--- src/rtl/regfile_dump_pkg.sv ---
// Shared types and constants for the register-file debug dump block.
package regfile_dump_pkg;

    localparam int unsigned NUM_ARCH_REGS = 16;
    localparam int unsigned IDX_W         = 4;
    localparam int unsigned BYTE_W        = 8;

    localparam logic [IDX_W-1:0] PC_INDEX = 4'hF;

    typedef logic [BYTE_W-1:0] byte_t;

    typedef enum logic [2:0] {
        ST_IDLE,
        ST_HALT,
        ST_LOAD,
        ST_SEND_IDX,
        ST_SEND_DATA,
        ST_DONE
    } dump_state_e;

    // Index header byte: register number zero-extended to a byte.
    function automatic byte_t idx_byte(input logic [IDX_W-1:0] idx);
        return {4'h0, idx};
    endfunction

endpackage

--- src/rtl/regfile_dump_if.sv ---
// Register-file read port plus UART TX byte stream, bundled for the dump master.
interface regfile_dump_if #(
    parameter int unsigned DATA_W = 32
);
    import regfile_dump_pkg::*;

    logic [IDX_W-1:0]  ra;
    logic [DATA_W-1:0] rd;
    byte_t             tx_data;
    logic              tx_valid;
    logic              tx_ready;

    modport master (
        output ra,
        output tx_data,
        output tx_valid,
        input  rd,
        input  tx_ready
    );

    modport slave (
        input  ra,
        input  tx_data,
        input  tx_valid,
        output rd,
        output tx_ready
    );

endinterface

--- src/rtl/regfile_dump_shifter.sv ---
// Loadable big-endian word-to-byte shifter; MSB byte is always presented first.
module regfile_dump_shifter
    import regfile_dump_pkg::*;
#(
    parameter int unsigned DATA_W = 32
) (
    input  logic              clk,
    input  logic              rst_n,
    input  logic              i_load,
    input  logic              i_shift,
    input  logic [DATA_W-1:0] i_data,
    output byte_t             o_byte,
    output byte_t             o_next_byte_c,
    output logic              o_last_c
);

    localparam int unsigned BYTES_PER_REG = DATA_W / BYTE_W;
    localparam int unsigned CNT_W         = (BYTES_PER_REG > 1) ? $clog2(BYTES_PER_REG) : 1;

    logic [DATA_W-1:0] r_shift;
    logic [CNT_W-1:0]  r_byte_cnt;
    logic [DATA_W-1:0] w_shifted;

    assign w_shifted = r_shift << BYTE_W;

    // Load wins over shift; the counter restarts with every new word.
    always_ff @(posedge clk or negedge rst_n) begin
        if (!rst_n) begin
            r_shift    <= '0;
            r_byte_cnt <= '0;
        end else if (i_load) begin
            r_shift    <= i_data;
            r_byte_cnt <= '0;
        end else if (i_shift) begin
            r_shift    <= w_shifted;
            r_byte_cnt <= r_byte_cnt + CNT_W'(1);
        end
    end

    assign o_byte        = r_shift[DATA_W-1 -: BYTE_W];
    assign o_next_byte_c = w_shifted[DATA_W-1 -: BYTE_W];
    assign o_last_c      = (r_byte_cnt == CNT_W'(BYTES_PER_REG - 1));

endmodule

--- src/rtl/regfile_dump.sv ---
// Debug dump master: halts the CPU, walks the register file and streams
// {index byte, data bytes MSB-first} for every register to the UART TX.
module regfile_dump
    import regfile_dump_pkg::*;
#(
    parameter int unsigned NUM_REGS = NUM_ARCH_REGS,
    parameter int unsigned DATA_W   = 32
) (
    input  logic                   clk,
    input  logic                   rst_n,
    input  logic                   dump_start,
    output logic                   busy,
    output logic                   done,
    output logic                   halt_req,
    input  logic                   halt_ack,
    regfile_dump_if.master         bus
);

    localparam logic [IDX_W-1:0] LAST_IDX =
        (NUM_REGS == NUM_ARCH_REGS) ? PC_INDEX : IDX_W'(NUM_REGS - 1);

    dump_state_e      r_state;
    logic [IDX_W-1:0] r_idx;
    logic [IDX_W-1:0] r_ra;
    logic             r_busy;
    logic             r_done;
    logic             r_halt_req;
    logic             r_tx_valid;
    byte_t            r_tx_data;

    logic             w_hs;
    logic             w_load;
    logic             w_shift;
    byte_t            w_msb_byte;
    byte_t            w_next_byte;
    logic             w_last_byte;

    assign w_hs    = r_tx_valid && bus.tx_ready;
    assign w_load  = (r_state == ST_LOAD);
    assign w_shift = (r_state == ST_SEND_DATA) && w_hs;

    regfile_dump_shifter #(
        .DATA_W (DATA_W)
    ) u_shifter (
        .clk           (clk),
        .rst_n         (rst_n),
        .i_load        (w_load),
        .i_shift       (w_shift),
        .i_data        (bus.rd),
        .o_byte        (w_msb_byte),
        .o_next_byte_c (w_next_byte),
        .o_last_c      (w_last_byte)
    );

    // Sequencer; tx_data is pre-loaded with the next byte at each handshake
    // so back-to-back bytes go out without a bubble.
    always_ff @(posedge clk or negedge rst_n) begin
        if (!rst_n) begin
            r_state    <= ST_IDLE;
            r_idx      <= '0;
            r_ra       <= '0;
            r_busy     <= 1'b0;
            r_done     <= 1'b0;
            r_halt_req <= 1'b0;
            r_tx_valid <= 1'b0;
            r_tx_data  <= '0;
        end else begin
            r_done <= 1'b0;
            case (r_state)
                ST_IDLE: begin
                    if (dump_start) begin
                        r_state    <= ST_HALT;
                        r_busy     <= 1'b1;
                        r_halt_req <= 1'b1;
                    end
                end
                ST_HALT: begin
                    if (halt_ack) begin
                        r_state <= ST_LOAD;
                        r_ra    <= r_idx;
                    end
                end
                ST_LOAD: begin
                    r_state    <= ST_SEND_IDX;
                    r_tx_valid <= 1'b1;
                    r_tx_data  <= idx_byte(r_idx);
                end
                ST_SEND_IDX: begin
                    if (w_hs) begin
                        r_state   <= ST_SEND_DATA;
                        r_tx_data <= w_msb_byte;
                    end
                end
                ST_SEND_DATA: begin
                    if (w_hs) begin
                        if (w_last_byte) begin
                            r_tx_valid <= 1'b0;
                            if (r_idx == LAST_IDX) begin
                                r_state <= ST_DONE;
                                r_done  <= 1'b1;
                            end else begin
                                r_state <= ST_LOAD;
                                r_idx   <= r_idx + IDX_W'(1);
                                r_ra    <= r_idx + IDX_W'(1);
                            end
                        end else begin
                            r_tx_data <= w_next_byte;
                        end
                    end
                end
                ST_DONE: begin
                    r_state    <= ST_IDLE;
                    r_busy     <= 1'b0;
                    r_halt_req <= 1'b0;
                    r_idx      <= '0;
                end
                default: begin
                    r_state <= ST_IDLE;
                end
            endcase
        end
    end

    assign busy         = r_busy;
    assign done         = r_done;
    assign halt_req     = r_halt_req;
    assign bus.ra       = r_ra;
    assign bus.tx_valid = r_tx_valid;
    assign bus.tx_data  = r_tx_data;

endmodule

--- src/flat_wrapper.sv ---
// flat-port wrapper written by rule: the top's interface ports become plain ports
module regfile_dump_flat import regfile_dump_pkg::*;
#(
    parameter int unsigned NUM_REGS = NUM_ARCH_REGS,
    parameter int unsigned DATA_W   = 32
)
  (clk, rst_n, dump_start, busy, done, halt_req, halt_ack, bus_ra, bus_tx_data, bus_tx_valid, bus_rd, bus_tx_ready);
  regfile_dump_if #(.DATA_W(DATA_W)) bus_i ();
  input  logic clk;
  input  logic rst_n;
  input  logic dump_start;
  output logic busy;
  output logic done;
  output logic halt_req;
  input  logic halt_ack;
  output wire logic [$bits(bus_i.ra)-1:0] bus_ra;
  output wire logic [$bits(bus_i.tx_data)-1:0] bus_tx_data;
  output wire logic [$bits(bus_i.tx_valid)-1:0] bus_tx_valid;
  input wire logic [$bits(bus_i.rd)-1:0] bus_rd;
  input wire logic [$bits(bus_i.tx_ready)-1:0] bus_tx_ready;
  assign bus_ra = bus_i.ra;
  assign bus_tx_data = bus_i.tx_data;
  assign bus_tx_valid = bus_i.tx_valid;
  assign bus_i.rd = bus_rd;
  assign bus_i.tx_ready = bus_tx_ready;
  regfile_dump #(.NUM_REGS(NUM_REGS), .DATA_W(DATA_W)) u_core (.clk(clk), .rst_n(rst_n), .dump_start(dump_start), .busy(busy), .done(done), .halt_req(halt_req), .halt_ack(halt_ack), .bus(bus_i));
endmodule
--- config.mk ---
export PLATFORM = sky130hd
export DESIGN_NAME = regfile_dump_flat
export DESIGN_NICKNAME = d
export VERILOG_FILES = /design/src/rtl/regfile_dump_pkg.sv /design/src/rtl/regfile_dump_if.sv /design/src/rtl/regfile_dump_shifter.sv /design/src/rtl/regfile_dump.sv /design/src/flat_wrapper.sv
export SDC_FILE = /design/constraint.sdc
export NUM_CORES = 1
export LEC_CHECK = 0
export ABC_AREA = 1
export BUFFER_PORTS_ARGS = -buffer_cell sky130_fd_sc_hd__buf_2
export CAP_MARGIN = 10
export CORE_UTILIZATION = 51
export CTS_BUF_LIST = sky130_fd_sc_hd__clkbuf_8
export DETAILED_ROUTE_END_ITERATION = 8
export GPL_TIMING_DRIVEN = 0
export HOLD_SLACK_MARGIN = 0.05
export PLACE_DENSITY_LB_ADDON = 0.25
export SLEW_MARGIN = 20
export SYNTH_ARGS = -nofsm -noshare
export SYNTH_HDL_FRONTEND = slang
export SYNTH_SLANG_ARGS = --single-unit
--- constraint.sdc ---
create_clock -name clk -period 3.2 [get_ports clk]
set_clock_uncertainty 0.2 [all_clocks]
set_input_delay 0.16 -clock clk [delete_from_list [all_inputs] [get_ports clk]]
set_output_delay 0.16 -clock clk [all_outputs]
set_load 0.01 [all_outputs]
==> results of run 1 <==
## final timing paths
check / start / to / slack, ps / cells after the start
max reg2reg: u_core.r_state[2]$_DFFE_PN0P_ / u_core.u_shifter.r_shift[25]$_DFFE_PN0P_ / 1310 / 6
min: halt_ack / u_core.r_state[0]$_DFFE_PN0P_ / 200 / 6
min in group asynchronous: rst_n / u_core.bus.ra[0]$_DFFE_PN0P_ / 220 / 2
max in group asynchronous: rst_n / u_core.u_shifter.r_shift[22]$_DFFE_PN0P_ / 2110 / 2
min reg2reg: u_core.bus.tx_data[6]$_DFFE_PN0P_ / u_core.bus.tx_data[6]$_DFFE_PN0P_ / 280 / 2
max: u_core.r_state[2]$_DFFE_PN0P_ / u_core.u_shifter.r_shift[25]$_DFFE_PN0P_ / 1310 / 6
## cell families after synthesis
family	count (synthesis)	synth area share (%)
AOI/OAI and AO/OA	8	1.795
xor gates and xnor gates	2	0.6285
adders and majority gates	2	0.8975
buffers and inverters	38	6.284
DFF	56	50.27
muxes	1	0.3591
and+or+nand+nor	259	39.77
## cell usage in the layout (no fill, tap or decap), types with 5 or more instances in the layout
cell           count
nand2_1          180
buf_2             59
nand3_1           59
dfrtp_1           56
dlygate4sd3_1     35
inv_1             21
nand4_1            6
buf_4              5
clkbuf_8           5
## routing by layer
| metal | vias up | wire length [um] | part of all wire, % | global-route usage, % |
|---|---|---|---|---|
| met2 | 102 | 3393 | 50 | 44.09 |
| met5 | - | 0 | 0 | 0 |
| met3 | 7 | 420 | 6.2 | 4.940 |
| met4 | 0 | 74 | 1.1 | 7.500 |
| li1 | 1347 | - | - | - |
| met1 | 1227 | 2846 | 42 | 31.83 |
## state kept, by name, summed over array words and instances, names as in the netlist
register / cells
u_core.bus.ra: 4
u_core.bus.tx_data: 8
u_core.bus.tx_valid: 1
u_core.busy: 1
u_core.done: 1
u_core.r_idx: 4
u_core.r_state: 3
u_core.u_shifter.r_byte_cnt: 2
u_core.u_shifter.r_shift: 32
## power by group
group | leakage, nW | internal (mW) | switching [mW] | total (mW)
logic | 1.21 | 0.391 | 0.663 | 1.05
clock network | 0.0593 | 0.230 | 0.233 | 0.462
registers | 0.715 | 0.979 | 0.171 | 1.15
## repair_timing
action | CTS | global route
hold endpoints to repair | 90 | 0
hold buffers | 35 | 0
buffers inserted | 0 | 0
## layout make-up
class | instances | area, um^2 | share of cell area, %
Clock inverter | 3 | 38.79 | 1.079
Sequential cell | 56 | 1401 | 38.97
Buffer | 16 | 92.59 | 2.575
Timing Repair Buffer | 87 | 613.1 | 17.05
Tap cell | 70 | 87.58 | 2.436
Clock buffer | 5 | 68.82 | 1.914
Inverter | 22 | 82.58 | 2.296
Multi-Input combinational cell | 272 | 1211 | 33.68
## worst max-delay path, cell delays in order, from the launching register on
cell and delay (ps):
dfrtp_1 430, inv_1 200, nand3_1 200, inv_1 160, clkbuf_1 380, nand2_1 160
nand3_1 110
==> results.tsv, run 1 <==
stage	metric	value	unit
detailed_routing	Routed Antenna Nets	0	
hold_path	worst min path class	input pin to flip-flop	
detailed_routing	final WL	6.735	mm
synthesis	flops & latches, synth	56	
run_status	status	complete, no violations	
power_and_ir_drop	leakage dissipation	1.982	nW
synthesis	share of the synthesized area in the top cell type	50.27	%
clock_tree	H-tree levels	2	
power_and_ir_drop	worst IR drop on VDD	0.4118	mV
synthesis	top cells by area, synth	dfrtp_1 (50%), nand2_1 (24%), nand3_1 (11%), inv_1 (2.7%), nor2_4 (1.6%)	
setup_path	data required time of the worst path	3250	ps
run	Max Cap Violations	0	
global_routing	global route total overflow	0	
synthesis	area leader, netlist	dfrtp_1	
die	Ports	53	
global_routing	GRT Total Usage	25.29	%
synthesis	FFs w/ async S/R, synth	100.0	%
timing	Final WS setup	1310	ps
synthesis	synthesized area	0.002788	mm^2
cells_and_area	Ant. Diodes	0	
timing	fin crit period	1890	ps
synthesis	Syn. warnings	0	
timing	Setup violations, final	0	
global_routing	via count of the first global-routing pass	2527	
synthesis	synth cell count leaders	nand2_1 (180), nand3_1 (59), dfrtp_1 (56)	
clock_tree	Max Root-Sink Buffers	2	
synthesis	dominant cell by count in the synthesized netlist	nand2_1	
cells_and_area	Layout Cells excl Fill	531	
setup_path	worst setup path class	flip-flop to flip-flop	
cells_and_area	Syn-to-layout area delta	28.99	%
detailed_routing	post-DR wirelength/cell	12.68	um
place	Post-Place Worst Slack	1348	ps
place	routability cong.	0.9409	
clock_tree	Post-CTS Resized	0	
detailed_routing	vias	2683	
die	Initial Util	53.89	%
timing	Slew @ Worst Pin	701.8	ps
synthesis	Avg Inst Size Synth	7.617	um^2
clock_tree	total CTS buffers	5	
timing	max-slew headroom at the worst pin	53.21	%
place	Area after DPL	0.003138	mm^2
power_and_ir_drop	Pwr Total	2.666	mW
synthesis	Post-synth EDFFs	0	
setup_path	Worst Setup End Kind	flip-flop	
detailed_routing	# DRC	0	
setup_path	Worst EP arrival	1950	ps
synthesis	Post-Syn Nets	405	
timing	Fin Hold WS	203.2	ps
place	IO Port Bufs	52	
die	die width	75.93	um
timing	post-route clock period utilization	59.07	%
die	Rows	26	
cells_and_area	fraction of layout cells with a size suffix above 1	18.00	%
cells_and_area	fin area	0.003596	mm^2
global_routing	largest net degree at the start of global routing	57	
detailed_routing	Pre-Repair DR Iteration Count	5	
detailed_routing	DR iter-0 viols	239	
synthesis	sequential cell area fraction in the yosys report	50.27	%
cells_and_area	fin util	69.52	%
clock_tree	Clk Latency, worst-skew pair	310	ps
place	dpl cells	488	
setup_path	CP Launch Type	flip-flop	
clock_tree	Reg clk slew, reported paths	100	ps
die	core area	0.005172	mm^2
setup_path	critical path fanouts, max	10	
clock_tree	CTS tree	built	
timing	final hold violation count	0	
place	post-DP HPWL	4.497	mm
die	DIE AREA	0.005765	mm^2
global_routing	first-pass GRT wire length	11.63	mm
die	Die Ht	75.93	um
timing	Final Max Tran Viols	0	
synthesis	Gate Count Post-Synth	366	
cells_and_area	fin nets	499	
clock_tree	clk root buf	clkbuf_8	
timing	f_max	0.5290	GHz
cells_and_area	fill count	430	
timing	RSZ-0062 raised after global routing	no	
detailed_routing	Via-to-Cell Ratio	5.053	
power_and_ir_drop	Pwr per Cell Area	741.4	mW/mm^2
synthesis	Cell variety after synth	23	
clock_tree	clock sink count	56	
timing	setup_tns	0	ps
synthesis	main flop type after synthesis	dfrtp_1	
global_routing	antenna violations before repair	0	
No activity file was read; power rests on OpenSTA's default activity.
==> run 2, diff against run 1 <==
Settings changed: ABC_AREA 1 to 0.
Clock period 3.2 ns to 1.6 ns, I/O delays scaled along.
==> run 2 against run 1 <==
- cell area is 17% higher
- non-clock buffer count grew 26
- via count grew 3.1%
- die area decreased by 0.51%
- total power rose to 2.6 times the previous value
- routed wire length increased by 28%
- sequential power rose by 120%
- setup slack lost 1700 ps
- cell count is 10% lower
- largest power group is now combinational cells
- the run now ends with negative setup slack left
- critical path depth stayed put
==> results.tsv, run 2 <==
stage	metric	value	unit
run_status	failing checks	negative setup slack	
timing	Slew @ Worst Pin	697.7	ps
synthesis	Post-synth EDFFs	0	
cells_and_area	most common cell after layout, fill and taps aside	nand2_1	
die	die width	75.74	um
setup_path	critical path fanouts, max	4	
synthesis	top cells by area, synth	dfrtp_1 (51%), nand2_1 (9.6%), mux2i_1 (6.9%), o21ai_0 (6.9%), a22oi_1 (3.2%)	
die	Rows	26	
cells_and_area	max reg flops	32	
place	IO Port Bufs	52	
global_routing	global route total overflow	0	
synthesis	synth cell count leaders	nand2_1 (71), dfrtp_1 (56), o21ai_0 (38)	
synthesis	main flop type after synthesis	dfrtp_1	
setup_path	CP Launch Type	flip-flop	
timing	Final WS setup	-368.1	ps
timing	final hold violation count	0	
power_and_ir_drop	internal power	4.009	mW
power_and_ir_drop	Pwr Total	6.977	mW
synthesis	area leader, netlist	dfrtp_1	
power_and_ir_drop	Pwr per Cell Area	1665	mW/mm^2
synthesis	mux cell area share after synthesis	7.265	%
detailed_routing	# DRC	0	
cells_and_area	commonest cells after routing, fill and taps aside	nand2_1 (61), buf_2 (53), dfrtp_1 (52)	
setup_path	Worst EP arrival	1960	ps
place	post-DP HPWL	4.327	mm
power_and_ir_drop	combinational power share	53.0	%
power_and_ir_drop	Reg power frac	35.7	%
cells_and_area	Ant. Diodes	0	
timing	Fin Hold WS	69.20	ps
clock_tree	total CTS buffers	5	
power_and_ir_drop	switching share of power	42.55	%
detailed_routing	post-DR wirelength/cell	18.05	um
timing	Final Max Tran Viols	0	
global_routing	largest net degree at the start of global routing	57	
setup_path	worst setup path class	flip-flop to flip-flop	
timing	RSZ-0062 raised after global routing	yes	
timing	f_max	0.5081	GHz
detailed_routing	Via-to-Cell Ratio	5.789	
die	Die Ht	75.74	um
clock_tree	CTS tree	built	
setup_path	CP startpoint	u_core.r_state[0]$_DFFE_PN0P_	
synthesis	Syn. warnings	0	
global_routing	GRT Total Usage	27.50	%
global_routing	via count of the first global-routing pass	2429	
setup_path	Reg-to-Reg Start	u_core.r_state[0]$_DFFE_PN0P_	
synthesis	flops & latches, synth	56	
die	DIE AREA	0.005736	mm^2
synthesis	Post-Synth XOR/XNOR Area	0	%
die	Initial Util	53.60	%
clock_tree	Max Root-Sink Buffers	2	
timing	max-slew headroom at the worst pin	53.49	%
cells_and_area	fin area	0.004190	mm^2
hold_path	worst hold start	dump_start	
detailed_routing	Pre-Repair DR Iteration Count	5	
setup_path	data required time of the worst path	1590	ps
detailed_routing	Routed Antenna Nets	0	
setup_path	Worst Setup End Kind	flip-flop	
synthesis	Gate Count Post-Synth	294	
power_and_ir_drop	P_sw	2.969	mW
detailed_routing	DR iter-0 viols	343	
run	Max Cap Violations	0	
die	core area	0.005172	mm^2
clock_tree	clock sink count	56	
timing	Setup violations, final	51	
run_status	status	complete, but fails checks	
synthesis	Synth Area in Compound Gates	19.22	%
cells_and_area	fraction of layout cells with a size suffix above 1	38.24	%
hold_path	worst min path class	input pin to flip-flop	
global_routing	antenna violations before repair	0	
synthesis	Simple-Gate Fraction of Synth Area	17.37	%
synthesis	post-synthesis adder-cell area fraction	0.9025	%
cells_and_area	fin nets	446	
timing	fin crit period	1968	ps
synthesis	Cell variety after synth	40	
synthesis	FFs w/ async S/R, synth	100.0	%
synthesis	largest family of logic cells by synthesized area	compound AO/OA/AOI/OAI gates	
clock_tree	Reg clk slew, reported paths	100	ps
detailed_routing	final WL	8.626	mm
cells_and_area	Syn-to-layout area delta	51.13	%
place	routability cong.	0.8475	
timing	post-route clock period utilization	123.0	%
global_routing	first-pass GRT wire length	11.62	mm
clock_tree	H-tree levels	2	
die	Ports	53	
cells_and_area	most flop-heavy register	u_core.u_shifter.r_shift	
clock_tree	clk root buf	clkbuf_8	
power_and_ir_drop	Clock Power Share	11.3	%
synthesis	dominant cell by count in the synthesized netlist	nand2_1	
synthesis	Post-Syn Nets	333	
synthesis	sequential cell area fraction in the yosys report	50.54	%
power_and_ir_drop	worst IR drop on VDD	0.8465	mV
synthesis	Avg Inst Size Synth	9.431	um^2
synthesis	synthesized area	0.002773	mm^2
clock_tree	Clk Latency, worst-skew pair	320	ps
place	Area after DPL	0.003173	mm^2
power_and_ir_drop	leakage dissipation	1.884	nW
synthesis	share of the synthesized area in the top cell type	50.54	%
detailed_routing	vias	2767	
## run 2: cell types whose count changed after synthesis, sizes merged, moves of 8 or more
| cell | change |
|---|---|
| o21ai | +42 |
| inv | -19 |
| nor3b | +8 |
| mux2i | +18 |
| a22oi | +12 |
| clkbuf | +11 |
| nand3 | -56 |
| nand2 | -113 |
## run 2: stage by stage
stage	util [%]	setup slack (ps)	setup TNS, ps	instances
2_1_floorplan	-	-256.1	-6015	294
3_3_place_gp	61.30	-433.9	-16210	416
3_5_place_dp	61.34	-471.2	-16720	416
4_1_cts	74.89	-299.4	-11220	471
5_1_grt	81.01	-430.2	-16260	478
6_report	81.01	-368.1	-13460	478
## run 2: final timing paths
kind,to,depth (start not counted),slack (ps)
setup / recovery,u_core.u_shifter.r_shift[9]$_DFFE_PN0P_,6,-370
hold / removal,u_core.busy$_DFFE_PN0P_,4,70
setup reg to reg,u_core.u_shifter.r_shift[9]$_DFFE_PN0P_,6,-370
hold reg to reg,u_core.u_shifter.r_shift[31]$_DFFE_PN0P_,2,290
max in group asynchronous,u_core.r_idx[1]$_DFFE_PN0P_,2,570
min in group asynchronous,u_core.bus.tx_data[4]$_DFFE_PN0P_,2,140
## run 2: layer usage
metal | share of wire (%) | GRT usage [%] | routed length [um] | up-vias
li1 | - | - | - | 1272
met1 | 42 | 37.85 | 3610 | 1346
met2 | 50 | 45.04 | 4351 | 134
met3 | 6.1 | 4.894 | 524 | 15
met4 | 1.6 | 7.613 | 139 | 0
met5 | 0 | 0 | 0 | -
## run 2: worst max-delay path, stage by stage, from the launching register on
cell	delay [ps]
dfrtp_1	440
or3b_4	410
buf_6	130
nor2_4	180
buf_6	170
mux2i_2	230
o21ai_1	80
## run 2: cell type report
type	instances	area (um^2)
multi-input cells	212	1578
flip-flops and latches	56	1406
fillers	291	982.2
repair buffers	110	854.6
plain buffers	19	166.4
well taps	70	87.58
clock buffers	5	68.82
clock inverters	3	17.52
inverters	3	11.26
## run 2: cells by family (layout without fill, tap and decap cells)
| kind of cell | count (synthesis) | in the layout |
|---|---|---|
| muxes | 20 | 20 |
| DFF | 56 | 56 |
| AOI/OAI and AO/OA | 84 | 84 |
| and+or+nand+nor | 106 | 106 |
| buffers and inverters | 26 | 140 |
| adders and majority gates | 2 | 2 |
## run 2: power groups by stage
| stage | Combinational, mW | Sequential [mW] | Clock, mW |
|---|---|---|---|
| floorplan | 1.83 | 2.35 | 0 |
| global placement | 2.45 | 2.39 | 0 |
| detailed placement | 2.50 | 2.40 | 0 |
| CTS | 2.95 | 2.39 | 0.787 |
| global route | 4.01 | 2.55 | 0.851 |
| finish | 3.70 | 2.49 | 0.788 |
## run 2: timing repair
item | CTS | global route
pin swaps | 13 | 28
gates cloned | 0 | 2
setup buffers | 15 | 6
endpoints found under the setup margin | 53 | 53
hold endpoints to repair | 91 | 0
resized for setup | 36 | 74
hold buffers | 35 | 0
